--- src/rtl/vend_ctrl.sv ---
// Vending transaction controller: accumulates coin credit, checks selections against
// prices, hands a product to the dispenser and pays change back one unit per beat.
module vend_ctrl #(
  parameter int CREDIT_W   = 4,
  parameter int PRICE_A    = 3,
  parameter int PRICE_B    = 4,
  parameter int MAX_CREDIT = 9,
  parameter int TIMEOUT    = 15
) (
  input  logic                clk,
  input  logic                rst,
  input  logic                coin_vld,
  input  logic [1:0]          coin_val,
  input  logic                sel_vld,
  input  logic                sel_id,
  input  logic                cancel,
  input  logic                disp_rdy,
  output logic                disp_vld,
  output logic                disp_id,
  input  logic                chg_rdy,
  output logic                chg_vld,
  output logic [CREDIT_W-1:0] credit,
  output logic                busy,
  output logic                coin_err,
  output logic                sel_short
);

  localparam logic [1:0] ST_IDLE    = 2'd0;
  localparam logic [1:0] ST_COLLECT = 2'd1;
  localparam logic [1:0] ST_VEND    = 2'd2;
  localparam logic [1:0] ST_CHANGE  = 2'd3;

  logic [1:0]          state, state_n;
  logic [CREDIT_W-1:0] credit_n;
  logic [3:0]          tmo, tmo_n;
  logic                disp_id_n, coin_err_n, sel_short_n;
  logic                coin_legal, coin_fits, coin_take;
  logic [CREDIT_W:0]   coin_add, coin_sum;
  logic [CREDIT_W-1:0] price;

  function automatic logic [3:0] sat_inc(input logic [3:0] v);
    return (v == 4'hF) ? v : v + 4'd1;
  endfunction

  always_comb begin
    coin_legal = (coin_val == 2'b01) || (coin_val == 2'b10);
    coin_add   = {{(CREDIT_W-1){1'b0}}, coin_val};
    // One extra bit so an overflowing sum is caught rather than wrapped
    coin_sum   = {1'b0, credit} + coin_add;
    coin_fits  = coin_legal && (coin_sum <= (CREDIT_W+1)'(MAX_CREDIT));
    price      = sel_id ? CREDIT_W'(PRICE_B) : CREDIT_W'(PRICE_A);
  end

  always_comb begin
    state_n     = state;
    credit_n    = credit;
    tmo_n       = tmo;
    disp_id_n   = disp_id;
    coin_err_n  = coin_vld;
    sel_short_n = 1'b0;
    coin_take   = 1'b0;
    case (state)
      ST_IDLE: begin
        sel_short_n = sel_vld;
        if (coin_vld && coin_fits) begin
          coin_err_n = 1'b0;
          credit_n   = coin_sum[CREDIT_W-1:0];
          tmo_n      = 4'd0;
          state_n    = ST_COLLECT;
        end
      end
      ST_COLLECT: begin
        if (cancel) begin
          state_n = ST_CHANGE;
        end else if (sel_vld && (credit >= price)) begin
          credit_n  = credit - price;
          disp_id_n = sel_id;
          state_n   = ST_VEND;
        end else begin
          // A short selection still blocks a coinciding coin
          sel_short_n = sel_vld;
          coin_take   = !sel_vld && coin_vld && coin_fits;
          if (coin_take) begin
            coin_err_n = 1'b0;
            credit_n   = coin_sum[CREDIT_W-1:0];
            tmo_n      = 4'd0;
          end else begin
            tmo_n = sat_inc(tmo);
            if (tmo_n == 4'(TIMEOUT)) state_n = ST_CHANGE;
          end
        end
      end
      ST_VEND: begin
        if (disp_vld && disp_rdy) state_n = (credit != '0) ? ST_CHANGE : ST_IDLE;
      end
      ST_CHANGE: begin
        if (chg_vld && chg_rdy) begin
          credit_n = credit - 1'b1;
          if (credit_n == '0) state_n = ST_IDLE;
        end
      end
      default: state_n = ST_IDLE;
    endcase
  end

  // Outputs are registered from the next-state values so they line up with state
  always_ff @(posedge clk) begin
    if (rst) begin
      state     <= ST_IDLE;
      credit    <= '0;
      tmo       <= 4'd0;
      disp_vld  <= 1'b0;
      disp_id   <= 1'b0;
      chg_vld   <= 1'b0;
      busy      <= 1'b0;
      coin_err  <= 1'b0;
      sel_short <= 1'b0;
    end else begin
      state     <= state_n;
      credit    <= credit_n;
      tmo       <= tmo_n;
      disp_vld  <= (state_n == ST_VEND);
      disp_id   <= disp_id_n;
      chg_vld   <= (state_n == ST_CHANGE) && (credit_n != '0);
      busy      <= (state_n == ST_VEND) || (state_n == ST_CHANGE);
      coin_err  <= coin_err_n;
      sel_short <= sel_short_n;
    end
  end

endmodule

--- config.mk ---
export PLATFORM = sky130hd
export DESIGN_NAME = vend_ctrl
export DESIGN_NICKNAME = d
export VERILOG_FILES = /design/src/rtl/vend_ctrl.sv
export SDC_FILE = /design/constraint.sdc
export NUM_CORES = 1
export LEC_CHECK = 0
export CORE_MARGIN = 4
export CORE_UTILIZATION = 57
export CTS_CLUSTER_SIZE = 24
export DETAILED_ROUTE_END_ITERATION = 10
export PLACE_DENSITY = 0.82
export SETUP_SLACK_MARGIN = 0.1
export SKIP_CTS_REPAIR_TIMING = 1
export SLEW_MARGIN = 20
export SYNTH_ARGS = -nofsm -noshare
export SYNTH_HDL_FRONTEND = slang
export SYNTH_SLANG_ARGS = --single-unit
--- constraint.sdc ---
create_clock -name clk -period 7.4 [get_ports clk]
set_clock_uncertainty 0.2 [all_clocks]
set_input_delay 1.48 -clock clk [delete_from_list [all_inputs] [get_ports clk]]
set_output_delay 1.48 -clock clk [all_outputs]
set_load 0.01 [all_outputs]
==> qor.csv <==
metric,value,unit
Max-Cap Viols,0,
grt ovf,0,
reg2reg setup slack,4.23,ns
nets,221,
Reg-to-Reg Start,credit[0],
total number of yosys warnings,0,
Num CTS Buffers,3,
total track usage,23.7,%
most frequent cells in the layout,"clkdlybuf4s50_1, nand2_1, nor2_1, dfxtp_1",
first-pass GRT wire length,6.48,mm
vias,1532,
hold path start,disp_id,
Worst VDD drop,175,uV
"most common cell after layout, fill and taps aside",clkdlybuf4s50_1,
"Clk Latency, worst-skew pair",0.28,ns
setup TNS,0,ns
drt wl/cell,16.4,um
design area,1670,sq um
Synth Instances,186,
Critical Path End Type,flop,
IO Count,20,
largest net degree at the start of global routing,25,
ANT cells,0,
"Slew Viols, Final",0,
chip height,58.8,um
GPL Wtd Cong,0.906,
Bufs on Longest Clock Path,2,
dpl hpwl,2.91,mm
Main synth FF type,dfxtp_1,
DRT Pass-1 Iters,4,
die footprint,3460,sq um
R2R cell count,9,
CP Max Fanout,7,
average size of a mapped cell,7.91,sq um
CTS root buf,clkbuf_4,
FF-to-FF End,chg_vld,
CTS tree,built,
crit path kind,in2reg,
Worst Hold Class,reg2reg,
ys async rst share,0,%
worst slew pin tran,0.819,ns
# port buffers,19,
final setup violation count,0,
pwr/cell area,171,nW/um^2
CP startpoint kind,input pin,
Critical Path RT,7.35,ns
DRC violations left,0,
RSZ-0062 raised after global routing,no,
Placeable Area,2480,sq um
net count after synthesis,206,
vias in the first global route,1471,
crit path time final,4.35,ns
area grow syn2layout,13.4,%
Final Cycle Share,58.8,%
status,"complete, no violations",
"Seq/Total Area, Yosys",20.4,%
clk slew on worst S/H paths,0.09,ns
Synth cell types,60,
Synth area leaders,"dfxtp_1, ha_1, nand2_1",
DR vias/cell,6.66,
CTS sink cnt,15,
H-tree depth,1,
initial antenna violation count,0,
Mapped Area,1470,sq um
Synth Register Bits,15,
Starting Density,59.4,%
WHS Endpoint,disp_id,
Post-DRT Antenna Nets,0,
Die W,58.8,um
Post-synth EDFFs,0,
Fmax achieved,230,MHz
Synth area leader,dfxtp_1,
Fin. Hold Viols,0,
Routed WL,3.78,mm
Slew headroom,45.3,%
Leak,0.559,nW
initial drt markers,99,
DP Area,1640,sq um
layout cells sized above 1,6.00,%
Rows,18,
critical path arrival,4.30,ns
Hold Path Stages,2,
Yosys top cell area share,20.4,%
==> worst max path at each step <==
stage | from | endpoint | slack [ns] | cells past startpoint
floorplan | coin_val[0] | chg_vld | 3.58 | 8
global placement | coin_val[0] | chg_vld | 2.79 | 9
detailed placement | coin_val[0] | chg_vld | 2.78 | 9
CTS | coin_val[0] | chg_vld | 3.07 | 9
global route | coin_val[0] | chg_vld | 2.91 | 9
finish | coin_val[0] | chg_vld | 3.05 | 9
==> cell type report <==
cell class | instances | area (sq um)
flip-flops and latches | 15 | 300
well taps | 30 | 37.5
fillers | 216 | 808
repair buffers | 19 | 190
clock buffers | 4 | 26.3
multi-input cells | 152 | 1080
inverters | 10 | 37.5
==> registers in the layout, indices dropped and copies added, names as in the netlist <==
register   cells
busy           1
chg_vld        1
coin_err       1
credit         4
disp_id        1
disp_vld       1
sel_short      1
state          1
tmo            4
==> Yosys cell counts, drive strengths merged, types with 3 or more instances <==
library cell,n
nand2,17
dfxtp,15
nor2,15
inv,10
nor3,10
o21ai,10
a21oi,9
nand3,9
ha,8
buf,6
a211oi,5
nor4,5
nand2b,4
xor2,4
a31oi,3
clkbuf,3
mux2i,3
o211ai,3
xnor2,3
==> report_power, final <==
part / switching (mW) / internal (mW) / leakage [nW] / total [mW]
Clock: 0.0258 / 0.0210 / 0.0150 / 0.0468
Combinational: 0.0735 / 0.0562 / 0.422 / 0.130
Sequential: 0.0213 / 0.0875 / 0.122 / 0.109
Total: 0.121 / 0.165 / 0.559 / 0.285
==> stage by stage <==
stage	hold slack (ns)	setup slack (ns)	instances	utilization (%)	power, mW
after floorplan	0.271	3.58	186	-	0.199
after global placement	0.246	2.79	226	66.3	0.236
after detailed placement	0.255	2.78	226	66.3	0.238
after CTS	0.266	3.07	230	67.4	0.284
after global routing	0.301	2.91	230	67.4	0.306
final	0.262	3.05	230	67.4	0.285
==> worst max-delay path: stages <==
cell and delay [ns]:
clkdlybuf4s50_1 0.45, ha_1 0.26, fa_1 0.50, and3_4 0.26, or3_1 0.37, o311ai_1 0.30, o221ai_1 0.20, a211oi_1 0.31
a41oi_1 0.16
==> metal layers <==
metal	vias up	track usage, %	wire length, um
li1	735	-	-
met1	711	30.7	1650
met2	77	39.6	1730
met3	9	3.73	328
met4	0	8.41	71
met5	-	0	0
==> logic make-up after synthesis <==
kind of cell    share of synthesized area, %
simple gates                            29.9
xor+xnor                                4.17
compound gates                          27.6
mux                                     2.04
buf+inv                                 6.38
fa+ha+maj                               9.52
flops                                   20.4
(Power assumes the default switching activity.)
==> edit: new RTL, same settings <==
`CREDIT_W`: 4 -> 6.
--- a/src/rtl/vend_ctrl.sv
+++ b/src/rtl/vend_ctrl.sv
@@ -3,3 +3,3 @@
 module vend_ctrl #(
-  parameter int CREDIT_W   = 4,
+  parameter int CREDIT_W   = 6,
   parameter int PRICE_A    = 3,
Interface: changed (resized credit); port bits go from 20 to 22. The function was not compared with the original's and may differ.
==> edit against the unedited design <==
- global-route usage barely moved
- power rose by 65%
- register-to-register slack worse by 0.79 ns
- non-clock buffer count up 2
- cell area rose by 15%
- sequential cell count up 3
- routed wire length increased by 20%
- worst setup slack got worse by 0.70 ns
- critical path depth grew 2
- synthesized area is 15% higher
==> edit: results (changes against the unedited design) <==
{
  "timing_worst_slew_pin_value": {"value": 0.796, "unit": "ns", "change": "-0.0232 ns"},
  "synth_commonest_cells": {"value": "28 x sky130_fd_sc_hd__nor2_1, 18 x sky130_fd_sc_hd__dfxtp_1, 17 x sky130_fd_sc_hd__nand2_1, 12 x sky130_fd_sc_hd__inv_1, 11 x sky130_fd_sc_hd__o21ai_0"},
  "grt_first_pass_wirelength": {"value": 7670, "unit": "um", "change": "+18%"},
  "synth_nets": {"value": 246, "change": "+19%"},
  "worst_setup_hold_path_clk_slew": {"value": 0.11, "unit": "ns", "change": "+0.02 ns"},
  "yosys.cell_count.top_type": {"value": "sky130_fd_sc_hd__nor2_1"},
  "avgSynthCellArea": {"value": 7.54, "unit": "um2", "change": "-4.7%"},
  "buffer_ports.inserted": {"value": 21, "change": "+2"},
  "via_count_of_the_first_global_routing_pass": {"value": 1606, "change": "+9.2%"},
  "max_ir_drop_vdd": {"value": 0.175, "unit": "mV", "change": "+0.28%"},
  "layout_top_registers": {"value": "credit (6), tmo (4), state (2)"},
  "drtIter0Drc": {"value": 173, "change": "+75%"},
  "drt_first_pass_iters": {"value": 5, "change": "+1"},
  "final_nets": {"value": 258, "change": "+17%"},
  "routed-via-count": {"value": 1765, "change": "+15%"},
  "largest_net_degree_at_the_start_of_global_routing": {"value": 21, "change": "-16%"},
  "synth_top_cells_by_area": {"value": "sky130_fd_sc_hd__dfxtp_1 21%, sky130_fd_sc_hd__ha_1 6.6%, sky130_fd_sc_hd__nor2_1 6.2%, sky130_fd_sc_hd__mux2i_1 4.1%, sky130_fd_sc_hd__nand2_1 3.8%"},
  "detailed_place.area": {"value": 0.00188, "unit": "mm2", "change": "+15%"},
  "gp_congestion": {"value": 0.903, "change": "-0.30%"},
  "drt-wirelength-per-cell": {"value": 17.0, "unit": "um", "change": "+3.6%"},
  "crit_path_max_fanout": {"value": 9, "change": "+2"},
  "outcome": {"value": "finished clean"},
  "fillerInstances": {"value": 245, "change": "+13%"},
  "ys.flop_type": {"value": "sky130_fd_sc_hd__dfxtp_1"},
  "wl": {"value": 4540, "unit": "um", "change": "+20%"},
  "clk-insertion-delay-late": {"value": 0.30, "unit": "ns", "change": "+0.02 ns"},
  "ratio_of_cells_with_drive_above_1_in_the_final_layout": {"value": 5.51, "unit": "%", "change": "-0.49 points"},
  "antenna_violations_before_repair": {"value": 0, "change": "unchanged"},
  "antenna_violating_nets_post_route": {"value": 0, "change": "unchanged"},
  "worstPathArrival": {"value": 5.05, "unit": "ns", "change": "+0.75 ns"},
  "dpl.hpwl": {"value": 3400, "unit": "um", "change": "+17%"},
  "synth_cell_type_count": {"value": 56, "change": "-6.7%"},
  "synth_sequential_area_ratio": {"value": 21.2, "unit": "%", "change": "+0.83 points"},
  "power_leakage": {"value": 0.713, "unit": "nW", "change": "+28%"}
}
edit: area by class of cell:
class / count / area (um2) / area share (%)
Multi-Input combinational cell: 181 / 1230 / 64.0
Sequential cell: 18 / 360 / 18.8
Timing Repair Buffer: 21 / 210 / 11.0
Inverter: 12 / 45.0 / 2.35
Tap cell: 31 / 38.8 / 2.02
Clock buffer: 4 / 36.3 / 1.89
edit: path summary, 6_finish.rpt:
check                           slack [ns]  depth (start not counted)              endpoint                 start
worst max-delay path                  2.35                         11    chg_vld$_SDFF_PP0_           coin_val[0]
worst min-delay path                  0.32                          2  disp_id$_SDFFE_PP0P_  disp_id$_SDFFE_PP0P_
worst max register to register        3.44                         10    chg_vld$_SDFF_PP0_  credit[0]$_SDFF_PP0_
worst min register to register        0.32                          2  disp_id$_SDFFE_PP0P_  disp_id$_SDFFE_PP0P_
edit: cells by family (layout without fill, tap and decap cells):
group	Yosys count	after routing	share of synthesized area, %
buf+inv	26	37	6.42
simple gates	93	93	28.1
compound gates	62	62	26.8
flops	18	18	21.2
xor+xnor	7	7	3.61
fa+ha+maj	11	11	9.00
mux	8	8	4.79
edit: layer usage:
layer	share of wire [%]	wire length, um	track usage (%)
met1	44	2000	32.6
met2	45	2040	37.0
met3	8.7	396	2.88
met4	2.4	108	10.5
met5	0	0	0
edit: worst register-to-register path, cell delays in order (launching register included):
cell and delay [ns]:
sky130_fd_sc_hd__dfxtp_1 0.59, sky130_fd_sc_hd__ha_1 0.27, sky130_fd_sc_hd__fa_1 0.50, sky130_fd_sc_hd__nand2b_1 0.18
sky130_fd_sc_hd__a311oi_1 0.41, sky130_fd_sc_hd__a311oi_4 0.14, sky130_fd_sc_hd__nor3b_4 0.48, sky130_fd_sc_hd__mux2_2 0.39
sky130_fd_sc_hd__a221oi_1 0.31, sky130_fd_sc_hd__inv_1 0.08, sky130_fd_sc_hd__o311a_1 0.34
edit: report_power, final:
| group | internal [mW] | switching [mW] |
|---|---|---|
| Combinational | 0.113 | 0.145 |
| Clock | 0.0300 | 0.0308 |
| Sequential | 0.111 | 0.0397 |
edit: stage by stage:
step	util, %	setup slack [ns]	hold slack (ns)	power, mW
floorplan	-	2.85	0.322	0.334
global placement	67.1	2.09	0.289	0.403
detailed placement	67.1	2.04	0.293	0.406
CTS	68.4	2.36	0.319	0.466
global route	68.4	2.15	0.353	0.508
finish	68.4	2.35	0.316	0.469
